`src/rtl/bf16_div_pkg.sv`:
```
// Shared bfloat16 types, constants and operand classification for the FPU units.
package fpu_bf16_pkg;

   localparam logic [15:0] BF16_QNAN = 16'h7FC0;
   localparam logic [14:0] BF16_PINF = 15'h7F80;
   localparam int unsigned BF16_BIAS = 127;

   typedef struct packed {
      logic       sign;
      logic [7:0] exp;
      logic [6:0] man;
   } bf16_t;

   typedef enum logic [1:0] {NORMAL, ZERO, INF, NAN} bf16_class_e;

   // Subnormals classify as zero (denormals-are-zero).
   function automatic bf16_class_e bf16_classify(input bf16_t x);
      if (x.exp == 8'hFF) begin
         return (x.man != 7'd0) ? NAN : INF;
      end
      if (x.exp == 8'h00) begin
         return ZERO;
      end
      return NORMAL;
   endfunction

endpackage

```
`src/rtl/bf16_div_if.sv`:
```
// Operand/result handshake bundle of the bf16 divider.
interface bf16_div_if;

   logic        valid_i;
   logic        ready_o;
   logic [15:0] a_i;
   logic [15:0] b_i;
   logic        valid_o;
   logic        ready_i;
   logic [15:0] c_o;

   modport master (
      output valid_i, a_i, b_i, ready_i,
      input  ready_o, valid_o, c_o
   );

   modport slave (
      input  valid_i, a_i, b_i, ready_i,
      output ready_o, valid_o, c_o
   );

endinterface

```
`src/rtl/bf16_div_round.sv`:
```
// Normalize, round and range-check a raw restoring-division quotient into a bf16 result.
module bf16_div_round
   import fpu_bf16_pkg::*;
#(
   parameter bit RNE = 1'b1
) (
   input  logic              sign,
   input  logic signed [9:0] exp,
   input  logic [9:0]        q,
   input  logic [8:0]        rem,
   output logic [15:0]       res
);

   logic [6:0]        man;
   logic [7:0]        man_r;
   logic              guard;
   logic              sticky;
   logic              round_up;
   logic signed [9:0] exp_n;
   logic signed [9:0] exp_r;

   always_comb begin
      man      = 7'd0;
      guard    = 1'b0;
      sticky   = 1'b0;
      exp_n    = exp;
      if (q[9]) begin
         man    = q[8:2];
         guard  = q[1];
         sticky = q[0] | (rem != 9'd0);
      end else begin
         man    = q[7:1];
         guard  = q[0];
         sticky = (rem != 9'd0);
         exp_n  = exp - 10'sd1;
      end

      round_up = RNE && guard && (sticky || man[0]);
      man_r    = {1'b0, man} + {7'd0, round_up};
      // A carry out of the mantissa leaves man_r[6:0] at zero; only the exponent moves.
      exp_r    = man_r[7] ? exp_n + 10'sd1 : exp_n;

      if (exp_r >= 10'sd255) begin
         res = {sign, BF16_PINF};
      end else if (exp_r <= 10'sd0) begin
         res = 16'h0000;
      end else begin
         res = {sign, exp_r[7:0], man_r[6:0]};
      end
   end

endmodule

```
`src/rtl/bf16_div.sv`:
```
// Iterative bfloat16 divider: one restoring quotient bit per cycle, valid/ready on both sides.
module bf16_div
   import fpu_bf16_pkg::*;
#(
   parameter bit RNE = 1'b1
) (
   input logic        clk_i,
   input logic        rst_ni,
   bf16_div_if.slave  bus
);

   typedef enum logic [1:0] {StIdle, StDiv, StNorm, StDone} state_e;

   state_e            state_q;
   logic [8:0]        rem_q;
   logic [7:0]        div_q;
   logic [9:0]        q_q;
   logic signed [9:0] exp_q;
   logic              sign_q;
   logic [3:0]        cnt_q;
   logic [15:0]       c_q;
   logic              valid_q;
   logic              ready_q;

   bf16_t       a;
   bf16_t       b;
   bf16_class_e cls_a;
   bf16_class_e cls_b;
   logic        sign;
   logic        special;
   logic [15:0] special_res;
   logic        rem_ge;
   logic [8:0]  rem_sub;
   logic [8:0]  rem_nxt;
   logic [15:0] round_res;

   assign a     = bus.a_i;
   assign b     = bus.b_i;
   assign cls_a = bf16_classify(a);
   assign cls_b = bf16_classify(b);
   assign sign  = a.sign ^ b.sign;

   // First matching rule wins.
   always_comb begin
      special     = 1'b1;
      special_res = 16'h0000;
      if (cls_a == NAN || cls_b == NAN) begin
         special_res = BF16_QNAN;
      end else if (cls_a == INF && cls_b == INF) begin
         special_res = BF16_QNAN;
      end else if (cls_a == ZERO && cls_b == ZERO) begin
         special_res = BF16_QNAN;
      end else if (cls_a == INF || cls_b == ZERO) begin
         special_res = {sign, BF16_PINF};
      end else if (cls_b == INF || cls_a == ZERO) begin
         special_res = 16'h0000;
      end else begin
         special = 1'b0;
      end
   end

   assign rem_ge  = rem_q >= {1'b0, div_q};
   assign rem_sub = rem_q - {1'b0, div_q};
   assign rem_nxt = (rem_ge ? rem_sub : rem_q) << 1;

   bf16_div_round #(
      .RNE (RNE)
   ) u_round (
      .sign (sign_q),
      .exp  (exp_q),
      .q    (q_q),
      .rem  (rem_q),
      .res  (round_res)
   );

   always_ff @(posedge clk_i or negedge rst_ni) begin
      if (!rst_ni) begin
         state_q <= StIdle;
         rem_q   <= 9'd0;
         div_q   <= 8'd0;
         q_q     <= 10'd0;
         exp_q   <= 10'sd0;
         sign_q  <= 1'b0;
         cnt_q   <= 4'd0;
         c_q     <= 16'h0000;
         valid_q <= 1'b0;
         ready_q <= 1'b1;
      end else begin
         unique case (state_q)
            StIdle: begin
               if (bus.valid_i && ready_q) begin
                  ready_q <= 1'b0;
                  sign_q  <= sign;
                  if (special) begin
                     c_q     <= special_res;
                     valid_q <= 1'b1;
                     state_q <= StDone;
                  end else begin
                     rem_q   <= {2'b01, a.man};
                     div_q   <= {1'b1, b.man};
                     exp_q   <= 10'(a.exp) - 10'(b.exp) + 10'(BF16_BIAS);
                     q_q     <= 10'd0;
                     cnt_q   <= 4'd0;
                     state_q <= StDiv;
                  end
               end
            end
            StDiv: begin
               rem_q <= rem_nxt;
               q_q   <= {q_q[8:0], rem_ge};
               cnt_q <= cnt_q + 4'd1;
               if (cnt_q == 4'd9) begin
                  state_q <= StNorm;
               end
            end
            StNorm: begin
               c_q     <= round_res;
               valid_q <= 1'b1;
               state_q <= StDone;
            end
            StDone: begin
               if (bus.ready_i) begin
                  valid_q <= 1'b0;
                  ready_q <= 1'b1;
                  state_q <= StIdle;
               end
            end
            default: state_q <= StIdle;
         endcase
      end
   end

   assign bus.ready_o = ready_q;
   assign bus.valid_o = valid_q;
   assign bus.c_o     = c_q;

endmodule

```
`src/flat_wrapper.sv`:
```
// flat-port wrapper written by rule: the top's interface ports become plain ports
module bf16_div_flat import fpu_bf16_pkg::*;
#(
   parameter bit RNE = 1'b1
)
  (clk_i, rst_ni, bus_valid_i, bus_a_i, bus_b_i, bus_ready_i, bus_ready_o, bus_valid_o, bus_c_o);
  bf16_div_if bus_i ();
  input logic clk_i;
  input logic rst_ni;
  input wire logic [$bits(bus_i.valid_i)-1:0] bus_valid_i;
  input wire logic [$bits(bus_i.a_i)-1:0] bus_a_i;
  input wire logic [$bits(bus_i.b_i)-1:0] bus_b_i;
  input wire logic [$bits(bus_i.ready_i)-1:0] bus_ready_i;
  output wire logic [$bits(bus_i.ready_o)-1:0] bus_ready_o;
  output wire logic [$bits(bus_i.valid_o)-1:0] bus_valid_o;
  output wire logic [$bits(bus_i.c_o)-1:0] bus_c_o;
  assign bus_i.valid_i = bus_valid_i;
  assign bus_i.a_i = bus_a_i;
  assign bus_i.b_i = bus_b_i;
  assign bus_i.ready_i = bus_ready_i;
  assign bus_ready_o = bus_i.ready_o;
  assign bus_valid_o = bus_i.valid_o;
  assign bus_c_o = bus_i.c_o;
  bf16_div #(.RNE(RNE)) u_core (.clk_i(clk_i), .rst_ni(rst_ni), .bus(bus_i));
endmodule
```
`config.mk`:
```
export PLATFORM = sky130hd
export DESIGN_NAME = bf16_div_flat
export DESIGN_NICKNAME = d
export VERILOG_FILES = /design/src/rtl/bf16_div_pkg.sv /design/src/rtl/bf16_div_if.sv /design/src/rtl/bf16_div_round.sv /design/src/rtl/bf16_div.sv /design/src/flat_wrapper.sv
export SDC_FILE = /design/constraint.sdc
export NUM_CORES = 1
export LEC_CHECK = 0
export CAP_MARGIN = 30
export CELL_PAD_IN_SITES_DETAIL_PLACEMENT = 0
export CELL_PAD_IN_SITES_GLOBAL_PLACEMENT = 1
export CORE_MARGIN = 3
export CORE_UTILIZATION = 41
export DETAILED_ROUTE_END_ITERATION = 8
export PLACE_DENSITY_LB_ADDON = 0.1
export SYNTH_ARGS = -nofsm -noshare
export SYNTH_HDL_FRONTEND = slang
export SYNTH_SLANG_ARGS = --single-unit
```
`constraint.sdc`:
```
create_clock -name clk_i -period 10.38 [get_ports clk_i]
set_clock_uncertainty 0.2 [all_clocks]
set_input_delay 2.076 -clock clk_i [delete_from_list [all_inputs] [get_ports clk_i]]
set_output_delay 2.076 -clock clk_i [all_outputs]
set_load 0.05 [all_outputs]
```
# After elaboration in Yosys (flattened, before gate mapping)
# Cells that the tools add are included.
[totals]
regBits = 62
input_bits = 36
output_inout_bits = 18
wordCells = 122
[classes]
add_sub_neg = 7
magnitude_cmp = 3
eq_ne = 17
n_mux = 57
bitwise = 3
n_reduce_logical = 25
[op_table]
columns = ["operator", "n"]
rows = [
  ["16-bit two-way mux", 8],
  ["10-bit two-way mux", 4],
  ["16-bit one-hot mux with 2 select lines", 1],
  ["2-bit two-way mux", 12],
  ["1-bit two-way mux", 20],
  ["10-bit one-hot mux with 2 select lines", 1],
  ["9-bit two-way mux", 2],
  ["9-bit one-hot mux with 2 select lines", 1],
  ["8-bit equality test, second input constant", 2],
  ["8-bit zero test", 2],
  ["3-bit AND reduction", 5],
  ["7-bit nonzero test", 2],
  ["2-bit equality test, second input constant", 6],
  ["10-bit by 2-bit adder with 10-bit output, second input constant", 1],
  ["10-bit by 7-bit adder with 10-bit output, second input constant", 1],
  ["10-bit by 9-bit greater-or-equal comparator with 1-bit output, second input constant", 1],
  ["10-bit by 1-bit less-or-equal comparator with 1-bit output, second input constant", 1],
  ["10-bit by 2-bit subtractor with 10-bit output, second input constant", 1],
  ["9-bit by 8-bit greater-or-equal comparator with 1-bit output", 1],
  ["9-bit nonzero test", 1],
  ["8-bit by 8-bit subtractor with 9-bit output", 1],
  ["7-bit by 1-bit adder with 8-bit output", 1],
  ["4-bit two-way mux", 2],
  ["8-bit two-way mux", 1],
  ["21 further kinds", 34],
]

# Depth between registers and ports, before layout
[depth]
ltp_word = 16
ltp_mapped = 12
ltp_nobuf = 12

# Cells and area by module
# Synthesis repeated with hierarchy kept, for this count alone.
[unflattened]
hier_cells = 581
hier_area_um2 = 4818.4
[by_module_without_submodules]
columns = ["module", "instances", "cells_per_inst", "area_per_inst_um2", "seq_area_each_um2"]
rows = [
  ["bf16_div", 1, 416, 3692.3, 1552.7],
  ["bf16_div_round", 1, 165, 1126.1, 0.0],
]

# Least setup slack after synthesis
# No wires, ideal clock.
[synth_path]
path_type = "input-to-reg"
from = "in bus_a_i[7]"
to = "reg u_core.exp_q[7]"
setup_ps = 135
arrival_time_ps = 4041
required_ps = 10045
setup_slack_ps = 6005
stages = 12
n_path_buf = 0
path_cell_list = "inv_1 -> ha_1 -> inv_1 -> fa_1 -> a21o_1 -> a21oi_1 -> o21bai_1 -> a211oi_1 -> a21oi_1 -> nor3_1 -> xnor2_1 -> o21ai_0"
[synth_via]
elab_chain_cells = 14
word_cells_on_any_way = 25
classes_between = "2 x add/sub; 4 x eq/ne; 11 x mux; 1 x bitwise; 7 x reduce/logical"
[synth_rtl]
columns = ["element", "line_no", "source"]
rows = [
  ["from (decl)", "flat_wrapper.sv:11", "input wire logic [$bits(bus_i.a_i)-1:0] bus_a_i;"],
  ["8-bit zero test", "bf16_div_pkg.sv:21", "if (x.exp == 8'h00) begin"],
  ["1-bit two-way mux (2 in a row)", "bf16_div_pkg.sv:21", ""],
  ["2-bit two-way mux", "bf16_div_pkg.sv:24", "return NORMAL;"],
  ["2-bit two-way mux", "bf16_div_pkg.sv:21", ""],
  ["2-bit by 1-bit equality test with 1-bit output", "bf16_div.sv:51, bf16_div.sv:55", ""],
  ["1-bit logical OR", "bf16_div.sv:55", "end else if (cls_b == INF || cls_a == ZERO) begin"],
  ["1-bit two-way mux", "bf16_div.sv:55", ""],
  ["1-bit two-way mux", "bf16_div.sv:53", "end else if (cls_a == INF || cls_b == ZERO) begin"],
  ["1-bit two-way mux", "bf16_div.sv:51", "end else if (cls_a == ZERO && cls_b == ZERO) begin"],
  ["1-bit two-way mux", "bf16_div.sv:49", "end else if (cls_a == INF && cls_b == INF) begin"],
  ["1-bit two-way mux", "bf16_div.sv:47", "if (cls_a == NAN || cls_b == NAN) begin"],
  ["1-bit NOT (no line)", "n/a", ""],
  ["3-bit AND reduction (no line)", "n/a", ""],
  ["to (signal assigned)", "bf16_div.sv:101", "exp_q <= 10'(a.exp) - 10'(b.exp) + 10'(BF16_BIAS);"],
  ["to (decl)", "bf16_div.sv:18", "logic signed [9:0] exp_q;"],
]
# Parallel ways exist; a longest one is shown, timed or not. The select of a mux whose other input is x is not followed.
# A chain may end at the register's enable or synchronous reset.

# Final worst setup path
[layout_path]
from = "in bus_b_i[7]"
to = "reg u_core.rem_q[4]"
[layout_via]
elab_chain_cells = 14
word_cells_on_any_way = 23
classes_between = "5 x eq/ne; 11 x mux; 7 x reduce/logical"
[layout_rtl]
columns = ["element", "line_no", "source"]
rows = [
  ["from (decl)", "flat_wrapper.sv:12", "input wire logic [$bits(bus_i.b_i)-1:0] bus_b_i;"],
  ["8-bit zero test", "bf16_div_pkg.sv:21", ""],
  ["1-bit two-way mux (2 in a row)", "bf16_div_pkg.sv:21", ""],
  ["2-bit two-way mux", "bf16_div_pkg.sv:24", ""],
  ["2-bit two-way mux (*)", "bf16_div_pkg.sv:21", ""],
  ["2-bit equality test", "bf16_div.sv:49, bf16_div.sv:55", ""],
  ["1-bit logical OR", "bf16_div.sv:55", ""],
  ["1-bit two-way mux", "bf16_div.sv:55", ""],
  ["1-bit two-way mux", "bf16_div.sv:53", ""],
  ["1-bit two-way mux", "bf16_div.sv:51", ""],
  ["1-bit two-way mux", "bf16_div.sv:49", ""],
  ["1-bit two-way mux (*)", "bf16_div.sv:47", ""],
  ["2-bit inequality test (no line) (*)", "n/a", ""],
  ["3-bit AND reduction (no line) (*)", "n/a", ""],
  ["to (signal assigned)", "bf16_div.sv:99", "rem_q <= {2'b01, a.man};"],
  ["to (signal assigned)", "bf16_div.sv:109", "rem_q <= rem_nxt;"],
  ["to (decl)", "bf16_div.sv:15", "logic [8:0] rem_q;"],
]
# Mark *: on every way between the ends. The rest lies on a longest branch, timed or not. The select of a mux whose other input is x is not followed.

==> run summary <==
The tools report the quantity of hold-fixing buffers added after cts as 0. The number of buffers inserted during clock tree synthesis is 9, and the detailed-route DRC error count is 0. The setup total negative slack was 0 ps. Data arrives at the worst endpoint at 4860 ps.

At the later pin of the worst-skew pair, clock insertion delay measures 340 ps. Number of flops mapped to enable cells by yosys: 0. The critical-path maximum fanout is 26, and the setup slack on the worst flop-to-flop path is 6730 ps.

The library cell used most frequently in the layout, excluding fill and tap cells, is nand2_1. The final global-route overflow total came out at 0. The mapped netlist covers 4640 µm². The effective utilization at floorplan came out at 42.5%.

The worst register-to-register path begins at u_core.exp_q[0]$_DFFE_PN0P_. The per-instance average area after synthesis was 8.61 µm². The clock transition at the register clock pins on the worst setup and hold paths after CTS works out to 60 ps. For the number of top-level pins, the log shows 54.

The routed design has 10900 µm of wire. The simple-gate area share of the yosys netlist is 20.7%, and the global-route wire length before repair is 18900 µm. The average vias per placed instance was 5.33. The synthesized design contains 62 register bits.

STA classifies the critical path endpoint as a flip-flop. The critical path starts at bus_b_i[7]. The total number of vias came out at 3897.

The worst hold path begins at u_core.div_q[7]$_DFFE_PN0P_. Post-synthesis async set-or-reset flop share: 100%. The number of nets handed over by synthesis was 603. The horizontal die dimension was 112 µm; the count of synthesis-stage warnings from yosys was 0. The power density over the cells was 288 nW/µm². The run finished with clean final reports. For the number of inserted diodes, the log shows 0. The synthesis-to-layout area growth was 20.7%; the post-route antenna net violation count was 0. The run gives 3 as the depth of the CTS H-tree. The tools report the final-report setup violation count as 0. Port buffering added 53 buffers. The worst hold path belongs to the class flip-flop to flip-flop.

For the leakage power figure, the log shows 2.35 nW. The number of global-route vias before repair is 3932. The worst path uses 46.9% of the clock period. Measured along the y axis, the die boundary spans 112 µm. The post-synthesis share of cell area spent on full adders, half adders and majority gates works out to 7.87%. The number of cells traversed by the worst hold path was 2. The synthesized-area fraction occupied by ao, oa, aoi and oai cells is 21.2%. The number of rows created at floorplan is 38, and the maximum clock rate is 0.206 GHz. The count of pins over their slew limit came out at 0.

After synthesis, the share of cell area in mux cells is 4.77%. The worst pin sits at a relative slew slack of 43.1%. After floorplanning, the core was sized to cover 10900 µm².

The maximum ir drop on the vdd rail is 0.000136 V. After clock tree synthesis, the repair step resized 0 gates. The HPWL after detailed placement is 8350 µm. For hold timing, the worst endpoint is u_core.div_q[7]$_DFFE_PN0P_. The pin count of the biggest net entering global routing was 63; the routed length per placed instance was 14.9 µm. STA puts the critical path data required time at 10380 ps. By area the synthesized netlist is led by dfrtp_1 33%, ha_1 7.0%, o21ai_0 5.8%.

Number of max-capacitance violations reported: 0. The synthesized design spends more area on one cell type than any other, namely dfrtp_1. The largest family of logic cells by synthesized area is compound AO/OA/AOI/OAI gates. At the pin with the least slew margin, the transition time is 852 ps.

The final-report hold violation count was 0; the overall die area was 12600 µm². TritonCTS built the clock tree. The number of design-rule violations left by the first detailed-router iteration was 167.

STA classifies the critical path startpoint as a primary input. The smallest clock period supported by the final layout is computed as 4870 ps. The critical path is of the primary input to flip-flop type. The initial antenna violation count is 0. For this run, the post-layout net count is 650. For this design, the sink count on the clock tree is 62. For this run, the leading register cell type out of synthesis is dfrtp_1. The aggregate global-route resource usage was 18.3%. The library cells used most frequently in the layout, excluding fill and tap cells, are 70 x nand2_1, 61 x dfrtp_1, 54 x o21ai_0. The worst register-to-register path ends at u_core.bus.c_o[11]$_DFFE_PN0P_.

Routability-driven placement finished with a final weighted congestion of 0.828. Synthesis instantiated 70 different standard cells from the library. The tools report the count of non-filler cells in the finished layout as 731. The number of buffers between clock root and the deepest sink is 2. The post-route netlist has 8.12% of its cells at a drive strength greater than 1.

Setup repair after global routing left no endpoint under its margin. Before antenna repair, the detailed router went through 4 iterations. For the number of standard cells after synthesis, the log shows 539.

In this run the clock root is driven by a clkbuf_16. The share of the Yosys chip area taken by registers is 33.4%. The number of placed instances, taps included is 715, and the fraction of synthesized cell area in xor and xnor cells is 6.98%.

Counting cells, the worst reg-to-reg path comes to 11. The fraction of synthesized cell area taken by the top area cell type is 32.9%, and the buffer count from post-CTS setup fixing is 0.
layout make-up:
type                    count  area, µm²
flip-flops and latches     62       1550
clock buffers              12        246
well taps                 140        175
clock inverters             4       70.1
fillers                  1056       5330
multi-input cells         418       2860
inverters                  38        143
repair buffers             57        556
critical path, cell delays in order:
cell and delay (ps):
clkdlybuf4s50_1 510, nand4_1 90, or4_1 530, and4b_1 300, and4_1 510, o21ai_1 640, o21ai_0 190
worst max-delay path by stage:
stage | end | slack (ps)
floorplan | u_core.exp_q[7]$_DFFE_PN0P_ | 6000
global placement | u_core.rem_q[4]$_DFFE_PN0P_ | 5150
detailed placement | u_core.rem_q[4]$_DFFE_PN0P_ | 5120
CTS | u_core.rem_q[4]$_DFFE_PN0P_ | 5460
global route | u_core.rem_q[6]$_DFFE_PN0P_ | 5260
finish | u_core.rem_q[4]$_DFFE_PN0P_ | 5510
metrics by stage:
step	utilization [%]	total power [mW]	instance area (µm²)	worst slack, ps	hold WS [ps]
6_report	51.2	1.62	5600	5510	257
5_1_grt	51.2	1.76	5600	5260	284
4_1_cts	51.2	1.63	5600	5460	263
3_5_place_dp	48.3	1.30	5290	5120	250
3_3_place_gp	48.3	1.29	5290	5150	234
2_1_floorplan	-	1.08	4640	6000	218
power breakdown:
group,internal (mW),switching (mW)
Combinational,0.364,0.510
Sequential,0.327,0.0907
Clock,0.216,0.107
Total,0.907,0.708
sequential cells by signal, summed over array words and instances (netlist names):
signal              flops
u_core.bus.c_o         16
u_core.bus.ready_o      1
u_core.bus.valid_o      1
u_core.cnt_q            4
u_core.div_q            8
u_core.exp_q           10
u_core.q_q             10
u_core.rem_q            9
u_core.sign_q           1
u_core.state_q          2
cell usage after synthesis, drive strengths merged, types with 3 or more instances:
cell type,instances
nand2,71
dfrtp,61
o21ai,58
inv,38
nor2,28
ha,26
a21oi,22
xnor2,19
nand3,18
xor2,18
clkbuf,15
mux2i,15
and3,10
nor3,9
nor4,9
a21o,7
nand4,7
buf,6
mux2,6
nand2b,6
o221a,6
a211oi,5
a31oi,5
nor2b,5
o31ai,5
or3,5
a2111oi,4
a21boi,4
and2,4
o211ai,4
o22ai,4
a2bb2oi,3
nand3b,3
o41ai,3
or2,3
or4,3
cells by family (layout without fill, tap and decap cells):
family                   after synthesis  in the layout
adder cells (fa/ha/maj)               28             28
multiplexers                          21             21
AND/OR/NAND/NOR                      188            188
XOR/XNOR                              37             37
AO/OA/AOI/OAI                        144            144
flip-flops                            62             62
buffers and inverters                 59            111
layer usage:
metal  share of wire [%]  GRT usage (%)  vias to the layer above
met3                 4.3           3.94                        9
met1                  51           25.3                     1777
li1                    -              -                     2035
met4                 1.2           5.93                        0
met2                  44           28.7                       76
met5                   0              0                        -
Power figures use the tool's default switching activity.
